File: config.mk
export PLATFORM = sky130hd
export DESIGN_NAME = multicycle_ctrl_flat
export DESIGN_NICKNAME = d
export VERILOG_FILES = /design/src/rtl/multicycle_ctrl_if.sv /design/src/rtl/multicycle_ctrl.sv /design/src/flat_wrapper.sv
export SDC_FILE = /design/constraint.sdc
export NUM_CORES = 1
export LEC_CHECK = 0
export CORE_UTILIZATION = 25
export CTS_CLUSTER_SIZE = 10
export DETAILED_ROUTE_END_ITERATION = 7
export PLACE_DENSITY_LB_ADDON = 0.1
export SLEW_MARGIN = 20
export SYNTH_ARGS = -nofsm -noshare
export SYNTH_HDL_FRONTEND = slang
export SYNTH_SLANG_ARGS = --single-unit
File: constraint.sdc
create_clock -name clk -period 1.88 [get_ports clk]
set_input_delay 0.376 -clock clk [delete_from_list [all_inputs] [get_ports clk]]
set_output_delay 0.376 -clock clk [all_outputs]
set_load 0.1 [all_outputs]
File: src/rtl/multicycle_ctrl_if.sv
// Control/handshake bundle between the multi-cycle control FSM and its datapath.
// Carries the optional instret counter when MULTICYCLE_CTRL_INSTRET_EN is defined.
interface multicycle_ctrl_if;
  logic [6:0] op;
  logic [2:0] funct3;
  logic       funct7b5;
  logic       zero;
  logic       mem_ready;
  logic       mem_req;
  logic       mem_write;
  logic       adr_src;
  logic       ir_write;
  logic       pc_write;
  logic       reg_write;
  logic [1:0] imm_src;
  logic [1:0] alu_src_a;
  logic [1:0] alu_src_b;
  logic [2:0] alu_control;
  logic [1:0] result_src;
  logic       illegal;
  logic [3:0] state_o;
`ifdef MULTICYCLE_CTRL_INSTRET_EN
  logic [31:0] instret;
`endif

  modport master (
    input  op, funct3, funct7b5, zero, mem_ready,
    output mem_req, mem_write, adr_src, ir_write, pc_write, reg_write, imm_src,
           alu_src_a, alu_src_b, alu_control, result_src, illegal, state_o
`ifdef MULTICYCLE_CTRL_INSTRET_EN
    , output instret
`endif
  );

  modport slave (
    output op, funct3, funct7b5, zero, mem_ready,
    input  mem_req, mem_write, adr_src, ir_write, pc_write, reg_write, imm_src,
           alu_src_a, alu_src_b, alu_control, result_src, illegal, state_o
`ifdef MULTICYCLE_CTRL_INSTRET_EN
    , input instret
`endif
  );
endinterface

File: src/rtl/multicycle_ctrl.sv
// Multi-cycle control FSM for an RV32I subset (lw, sw, R/I ALU, beq, lui).
// Optional retired-instruction counter enabled by MULTICYCLE_CTRL_INSTRET_EN.
module multicycle_ctrl (
  input  logic           clk,
  input  logic           rst_n,
  multicycle_ctrl_if.master bus
);
  localparam logic [6:0] OpLw  = 7'b0000011;
  localparam logic [6:0] OpSw  = 7'b0100011;
  localparam logic [6:0] OpR   = 7'b0110011;
  localparam logic [6:0] OpI   = 7'b0010011;
  localparam logic [6:0] OpBeq = 7'b1100011;
  localparam logic [6:0] OpLui = 7'b0110111;

  localparam logic [2:0] AluAdd = 3'b000;
  localparam logic [2:0] AluSub = 3'b001;
  localparam logic [2:0] AluAnd = 3'b010;
  localparam logic [2:0] AluOr  = 3'b011;
  localparam logic [2:0] AluLui = 3'b100;
  localparam logic [2:0] AluSlt = 3'b101;

  typedef enum logic [3:0] {
    StFetch    = 4'd0,
    StDecode   = 4'd1,
    StMemAdr   = 4'd2,
    StMemRead  = 4'd3,
    StMemWb    = 4'd4,
    StMemWrite = 4'd5,
    StExecR    = 4'd6,
    StExecI    = 4'd7,
    StAluWb    = 4'd8,
    StBeq      = 4'd9,
    StLui      = 4'd10,
    StError    = 4'd11
  } state_e;

  state_e     state_q, state_d;
  logic       illegal_q;
  logic       alu_ok;
  logic [2:0] alu_ctl;
  logic       mem_req, mem_write, ir_write, pc_write, reg_write;

  always_comb begin
    alu_ok  = 1'b1;
    alu_ctl = AluAdd;
    case (bus.funct3)
      3'b000:  alu_ctl = (bus.op == OpR && bus.funct7b5) ? AluSub : AluAdd;
      3'b010:  alu_ctl = AluSlt;
      3'b110:  alu_ctl = AluOr;
      3'b111:  alu_ctl = AluAnd;
      default: alu_ok = 1'b0;
    endcase
  end

  always_comb begin
    state_d         = state_q;
    mem_req         = 1'b0;
    mem_write       = 1'b0;
    ir_write        = 1'b0;
    pc_write        = 1'b0;
    reg_write       = 1'b0;
    bus.adr_src     = 1'b0;
    bus.imm_src     = 2'b00;
    bus.alu_src_a   = 2'b00;
    bus.alu_src_b   = 2'b00;
    bus.alu_control = AluAdd;
    bus.result_src  = 2'b00;
    unique case (state_q)
      StFetch: begin
        mem_req = 1'b1;
        if (bus.mem_ready) begin
          ir_write       = 1'b1;
          pc_write       = 1'b1;
          bus.alu_src_b  = 2'b10;
          bus.result_src = 2'b10;
          state_d        = StDecode;
        end
      end
      StDecode: begin
        // Branch target is precomputed here into ALUOut.
        bus.alu_src_a = 2'b01;
        bus.alu_src_b = 2'b01;
        bus.imm_src   = 2'b10;
        case (bus.op)
          OpLw, OpSw: state_d = StMemAdr;
          OpR:        state_d = StExecR;
          OpI:        state_d = StExecI;
          OpBeq:      state_d = (bus.funct3 == 3'b000) ? StBeq : StError;
          OpLui:      state_d = StLui;
          default:    state_d = StError;
        endcase
      end
      StMemAdr: begin
        bus.alu_src_a = 2'b10;
        bus.alu_src_b = 2'b01;
        bus.imm_src   = (bus.op == OpSw) ? 2'b01 : 2'b00;
        state_d       = (bus.op == OpSw) ? StMemWrite : StMemRead;
      end
      StMemRead: begin
        bus.adr_src = 1'b1;
        mem_req     = 1'b1;
        if (bus.mem_ready) state_d = StMemWb;
      end
      StMemWb: begin
        bus.result_src = 2'b01;
        reg_write      = 1'b1;
        state_d        = StFetch;
      end
      StMemWrite: begin
        bus.adr_src = 1'b1;
        mem_req     = 1'b1;
        mem_write   = 1'b1;
        if (bus.mem_ready) state_d = StFetch;
      end
      StExecR: begin
        bus.alu_src_a   = 2'b10;
        bus.alu_control = alu_ctl;
        state_d         = alu_ok ? StAluWb : StError;
      end
      StExecI: begin
        bus.alu_src_a   = 2'b10;
        bus.alu_src_b   = 2'b01;
        bus.alu_control = alu_ctl;
        state_d         = alu_ok ? StAluWb : StError;
      end
      StAluWb: begin
        reg_write = 1'b1;
        state_d   = StFetch;
      end
      StBeq: begin
        bus.alu_src_a   = 2'b10;
        bus.alu_control = AluSub;
        pc_write        = bus.zero;
        state_d         = StFetch;
      end
      StLui: begin
        bus.alu_src_b   = 2'b01;
        bus.imm_src     = 2'b11;
        bus.alu_control = AluLui;
        state_d         = StAluWb;
      end
      StError: state_d = StError;
      default: state_d = StError;
    endcase
  end

  always_ff @(posedge clk or negedge rst_n) begin
    if (!rst_n) begin
      state_q   <= StFetch;
      illegal_q <= 1'b0;
    end else begin
      state_q <= state_d;
      if (state_d == StError) illegal_q <= 1'b1;
    end
  end

  // Strobes are gated by reset so an in-flight access aborts immediately.
  assign bus.mem_req   = mem_req & rst_n;
  assign bus.mem_write = mem_write & rst_n;
  assign bus.ir_write  = ir_write & rst_n;
  assign bus.pc_write  = pc_write & rst_n;
  assign bus.reg_write = reg_write & rst_n;
  assign bus.illegal   = illegal_q;
  assign bus.state_o   = state_q;

`ifdef MULTICYCLE_CTRL_INSTRET_EN
  logic [31:0] instret_q;

  // Every entry into FETCH comes from a retiring state; ERROR never leaves.
  always_ff @(posedge clk or negedge rst_n) begin
    if (!rst_n) begin
      instret_q <= '0;
    end else if (state_d == StFetch && state_q != StFetch) begin
      instret_q <= instret_q + 32'd1;
    end
  end

  assign bus.instret = instret_q;
`endif
endmodule

File: src/flat_wrapper.sv
// flat-port wrapper written by rule: the top's interface ports become plain ports
module multicycle_ctrl_flat 
  (clk, rst_n, bus_op, bus_funct3, bus_funct7b5, bus_zero, bus_mem_ready, bus_mem_req, bus_mem_write, bus_adr_src, bus_ir_write, bus_pc_write, bus_reg_write, bus_imm_src, bus_alu_src_a, bus_alu_src_b, bus_alu_control, bus_result_src, bus_illegal, bus_state_o);
  multicycle_ctrl_if bus_i ();
  input  logic clk;
  input  logic rst_n;
  input wire logic [$bits(bus_i.op)-1:0] bus_op;
  input wire logic [$bits(bus_i.funct3)-1:0] bus_funct3;
  input wire logic [$bits(bus_i.funct7b5)-1:0] bus_funct7b5;
  input wire logic [$bits(bus_i.zero)-1:0] bus_zero;
  input wire logic [$bits(bus_i.mem_ready)-1:0] bus_mem_ready;
  output wire logic [$bits(bus_i.mem_req)-1:0] bus_mem_req;
  output wire logic [$bits(bus_i.mem_write)-1:0] bus_mem_write;
  output wire logic [$bits(bus_i.adr_src)-1:0] bus_adr_src;
  output wire logic [$bits(bus_i.ir_write)-1:0] bus_ir_write;
  output wire logic [$bits(bus_i.pc_write)-1:0] bus_pc_write;
  output wire logic [$bits(bus_i.reg_write)-1:0] bus_reg_write;
  output wire logic [$bits(bus_i.imm_src)-1:0] bus_imm_src;
  output wire logic [$bits(bus_i.alu_src_a)-1:0] bus_alu_src_a;
  output wire logic [$bits(bus_i.alu_src_b)-1:0] bus_alu_src_b;
  output wire logic [$bits(bus_i.alu_control)-1:0] bus_alu_control;
  output wire logic [$bits(bus_i.result_src)-1:0] bus_result_src;
  output wire logic [$bits(bus_i.illegal)-1:0] bus_illegal;
  output wire logic [$bits(bus_i.state_o)-1:0] bus_state_o;
  assign bus_i.op = bus_op;
  assign bus_i.funct3 = bus_funct3;
  assign bus_i.funct7b5 = bus_funct7b5;
  assign bus_i.zero = bus_zero;
  assign bus_i.mem_ready = bus_mem_ready;
  assign bus_mem_req = bus_i.mem_req;
  assign bus_mem_write = bus_i.mem_write;
  assign bus_adr_src = bus_i.adr_src;
  assign bus_ir_write = bus_i.ir_write;
  assign bus_pc_write = bus_i.pc_write;
  assign bus_reg_write = bus_i.reg_write;
  assign bus_imm_src = bus_i.imm_src;
  assign bus_alu_src_a = bus_i.alu_src_a;
  assign bus_alu_src_b = bus_i.alu_src_b;
  assign bus_alu_control = bus_i.alu_control;
  assign bus_result_src = bus_i.result_src;
  assign bus_illegal = bus_i.illegal;
  assign bus_state_o = bus_i.state_o;
  multicycle_ctrl u_core (.clk(clk), .rst_n(rst_n), .bus(bus_i));
endmodule
# After elaboration in Yosys (flattened, before gate mapping)
# Cells that the tools add are included.
# word_totals
ff_bits	5
out_inout_bits	22
word_cells	64
# classes
n_eq_ne	20
n_mux	25
bitwise	5
n_reduce_logical	12
# ops
operator	n
4-bit case mux with 8 select lines	1
7-bit by 6-bit equality test with 1-bit output, second input constant	3
4-bit case mux with 5 select lines	1
4-bit by 3-bit equality test with 1-bit output, second input constant	4
4-bit equality test, second input constant	4
4-bit 2-to-1 mux	3
2-bit case mux with 2 select lines	3
3-bit case mux with 4 select lines	1
4-bit OR reduction	3
1-bit 2-to-1 mux	9
3-bit case mux with 3 select lines	1
4-bit by 2-bit equality test with 1-bit output, second input constant	2
2-bit OR reduction	4
7-bit by 2-bit equality test with 1-bit output, second input constant	1
7-bit by 5-bit equality test with 1-bit output, second input constant	1
7-bit equality test, second input constant	1
3-bit equality test, second input constant	2
2-bit 2-to-1 mux	3
2-bit case mux with 3 select lines	1
3-bit OR reduction	2
1-bit AND	5
4-bit by 1-bit equality test with 1-bit output, second input constant	1
4-bit logical NOT	1
3-bit by 2-bit equality test with 1-bit output, second input constant	1
4 further kinds	4

# Depth between registers and ports, before layout
# logic_depth
word_depth	6
depth_mapped	7
mapped_depth_nobuf	6

# Worst setup path before layout
# Ideal clock, no wire load.
# synth_timing
path_type	reg2out
startpoint	reg u_core.state_q[0] (netlist: u_core.bus.state_o[0])
endpoint	out bus_pc_write
arrival_time_ps	4625
setup_slack_ps	-3121
stages_incl_launch_ff	5
n_path_buf	2
path_cell_list	dfrtp_1 > buf_6 > clkbuf_1 > a31oi_1 > nor4b_1
# synth_between
elab_chain_cells	3
word_cells_on_any_way	4
# synth_rtl
item	line	source
from (decl)	multicycle_ctrl.sv:37	state_e state_q, state_d;
from (signal assigned)	multicycle_ctrl.sv:149	state_q <= StFetch;
from (signal assigned)	multicycle_ctrl.sv:152	state_q <= state_d;
4-bit equality test / 4-bit logical NOT (equally long branches)	multicycle_ctrl.sv:68	unique case (state_q)
1-bit case mux with 2 select lines (*)	multicycle_ctrl.sv:68	
1-bit AND (*)	multicycle_ctrl.sv:161	assign bus.pc_write = pc_write & rst_n;
to (decl)	flat_wrapper.sv:16	output wire logic [$bits(bus_i.pc_write)-1:0] bus_pc_write;
# Every way passes the cells marked *; elsewhere a longest branch is shown, timed or not.

# Worst setup path in the final report
# layout_timing
startpoint	reg u_core.state_q[3] (netlist: u_core.bus.state_o[3])
endpoint	out bus_imm_src[1]
# layout_between
elab_chain_cells	2
word_cells_on_any_way	4
# layout_rtl
item	line	source
4-bit equality test, or another cell as far along	multicycle_ctrl.sv:68	
2-bit case mux with 3 select lines (*)	multicycle_ctrl.sv:68	
to (decl)	flat_wrapper.sv:18	output wire logic [$bits(bus_i.imm_src)-1:0] bus_imm_src;
# Marks and branches as above.

==> flow_metrics.tcl <==
set metrics [dict create \
    wl_um 2990 \
    slew_violations 0 \
    grt_start_max_net_pins 15 \
    r2r_slack_ps 10 \
    track_usage_pct 22.3 \
    relSlewSlack_pct 77.6 \
    stdcell_count 200 \
    finalCritPeriodShare_pct 107 \
    async_reset_ff_share_pct 100 \
    reg2regPathDepth 7 \
    synth.distinct_cells 38 \
    cts.hold.buffers_added 0 \
    hold_path_depth 1 \
    status "finished, violations left" \
    crit_required_ps 1500 \
    die_area_um2 2830 \
    drcViolationCount 0 \
    core_area_um2 2480 \
    synth_warnings 0 \
    setup_slack_ps -134 \
    die_h_um 53.2 \
    rows 18 \
    cts_tree "done" \
    drive_gt1_share_pct 72.9 \
    num-nets-final 186 \
    cts_root_buffer "clkbuf_4" \
    drt-pass1-iter-count 4 \
    r2r_end "u_core.bus.illegal" \
    fin_tns_setup_ps -663 \
    critPathKind "reg -> out" \
    synth_common_cells "nor2_1, a21oi_1, nand2_1, dfrtp_1" \
    h-tree-depth 1 \
    antenna_found_initial 0 \
    tightest_slew_ps 334 \
    cts_made_buffers 3 \
    path_clk_slew_ps 50 \
    crit_path_max_fanout 6 \
    place_ws_ps -343 \
    worstHoldEndpoint "u_core.bus.illegal" \
    drt_iter0_drc 25 \
    fmax_mhz 497 \
    layout_min_cycle_time_ps 2010 \
    startpoint_type "flip-flop" \
    hold_path_class "reg -> reg" \
    yosys.area.top_type "dfrtp_1" \
    crit_arrival_ps 1640 \
    initial_utilization_pct 26.4 \
    synth_edf_count 0 \
    clk_latency_ps 250 \
    wl_per_cell_um 15.0 \
    hold_viol 0 \
    synth_top_flop_cell "dfrtp_1" \
    dp_hpwl_um 1880 \
    synth_area_per_cell_um2 7.19 \
    ys_ff_latch 5 \
    ys_top_cells_by_area "dfrtp_1, nor2_1, a21oi_1" \
    place_congestion 0.833 \
    num_vias 1030 \
    grt_overflow 0 \
    failed_checks "setup timing" \
    grt_setup_unrepaired "true" \
    finalSetupViolations 12 \
    synthesis.area_um2 654 \
    ioPinCount 37 \
    antenna_left 0 \
    finish.utilization_pct 78.9 \
    viasPerCell 5.15 \
    fin_skew_ps 15.1 \
    grt_pass1_wl_um 4560 \
    yosysSeqAreaShare_pct 19.1 \
    io_buffers 36 \
    worstHoldStart "u_core.bus.illegal" \
    placed_cells 176 \
    synth.most_common_cell "nor2_1" \
    die_w_um 53.2 \
    syn_inst 91 \
    synth_fp_nets 106 \
    antenna_cells 0 \
    r2r-start "u_core.bus.state_o[3]" \
    cp-end-kind "primary output" \
    grt_pass1_vias 992 \
    cts_buffer_depth 2 \
    cts.sinks 5 \
    syn_to_final_growth_pct 199 \
    synth_top_cell_area_share_pct 19.1 \
    drv_cap 0 \
]
[metrics by stage]
step                      area [um^2]  hold WS (ps)
after floorplan                   930          80.4
after global placement           1640           520
after detailed placement         1640           540
after CTS                        1900           556
after global routing             1950           571
final                            1950           556
[worst max-delay path: stages, from the launching register on]
cell and delay, ps:
dfrtp_4 490, clkinvlp_4 180, or3_4 370, a21oi_4 150, buf_12 180
[registers in the layout (all words and copies together) (netlist names)]
name and count:
u_core.bus.illegal 1, u_core.bus.state_o 4
[final cells by class]
class                   count  area [um^2]
repair buffers             81          952
inverters                   4         25.0
well taps                  30         37.5
flip-flops and latches      5          140
multi-input cells          76          773
clock buffers               4         26.3
fillers                   160          523
[placed cells by master, fill, tap and decap left out, drive strengths merged, types with 2 or more instances in the layout]
master	n
a21oi	9
a22oi	2
a31oi	3
and2b	2
and3	4
and4	2
buf	67
clkbuf	4
clkdlybuf4s15	3
clkdlybuf4s50	5
clkinvlp	2
dfrtp	5
dlygate4sd2	6
inv	2
nand2	8
nand2b	4
nor2	11
nor2b	4
nor3	2
nor3b	3
nor4	2
nor4b	2
o21ai	3
o22ai	4
[cells by family (layout without fill, tap and decap cells)]
group | count (synthesis) | after routing | share of synthesized area [%]
flip-flops | 5 | 5 | 19.1
AO/OA/AOI/OAI | 27 | 27 | 26.8
XOR/XNOR | 1 | 1 | 1.34
buffers and inverters | 10 | 89 | 8.60
AND/OR/NAND/NOR | 48 | 48 | 44.2
[how the worst max path moves through the flow]
stage / cells past startpoint / slack, ps / from / endpoint
final: 4 / -130 / u_core.bus.state_o[3] / bus_imm_src[1]
after detailed placement: 5 / -340 / bus_op[2] / bus_imm_src[0]
after global routing: 4 / -190 / u_core.bus.state_o[3] / bus_imm_src[1]
after floorplan: 5 / -790 / u_core.bus.state_o[0] / bus_pc_write
after CTS: 4 / -110 / u_core.bus.state_o[3] / bus_imm_src[1]
after global placement: 5 / -300 / bus_op[2] / bus_imm_src[0]
[repair_timing]
item | in CTS | in global routing
pin swaps | 12 | 11
setup buffers | 16 | 4
resized for setup | 44 | 8
gates cloned | 0 | 0
setup endpoints to repair | 18 | 18
[layer usage]
metal	vias up	GRT usage (%)	routed length (um)	share of wire [%]
met3	2	3.74	135	4.5
li1	492	-	-	-
met5	-	0	0	0
met4	0	4.39	11	0.37
met1	501	26.7	1290	43
met2	35	41.1	1560	52
Power is left out: the tool's default activity adds up to more than one toggle a clock period on the data nets, which glitch-free logic cannot reach.
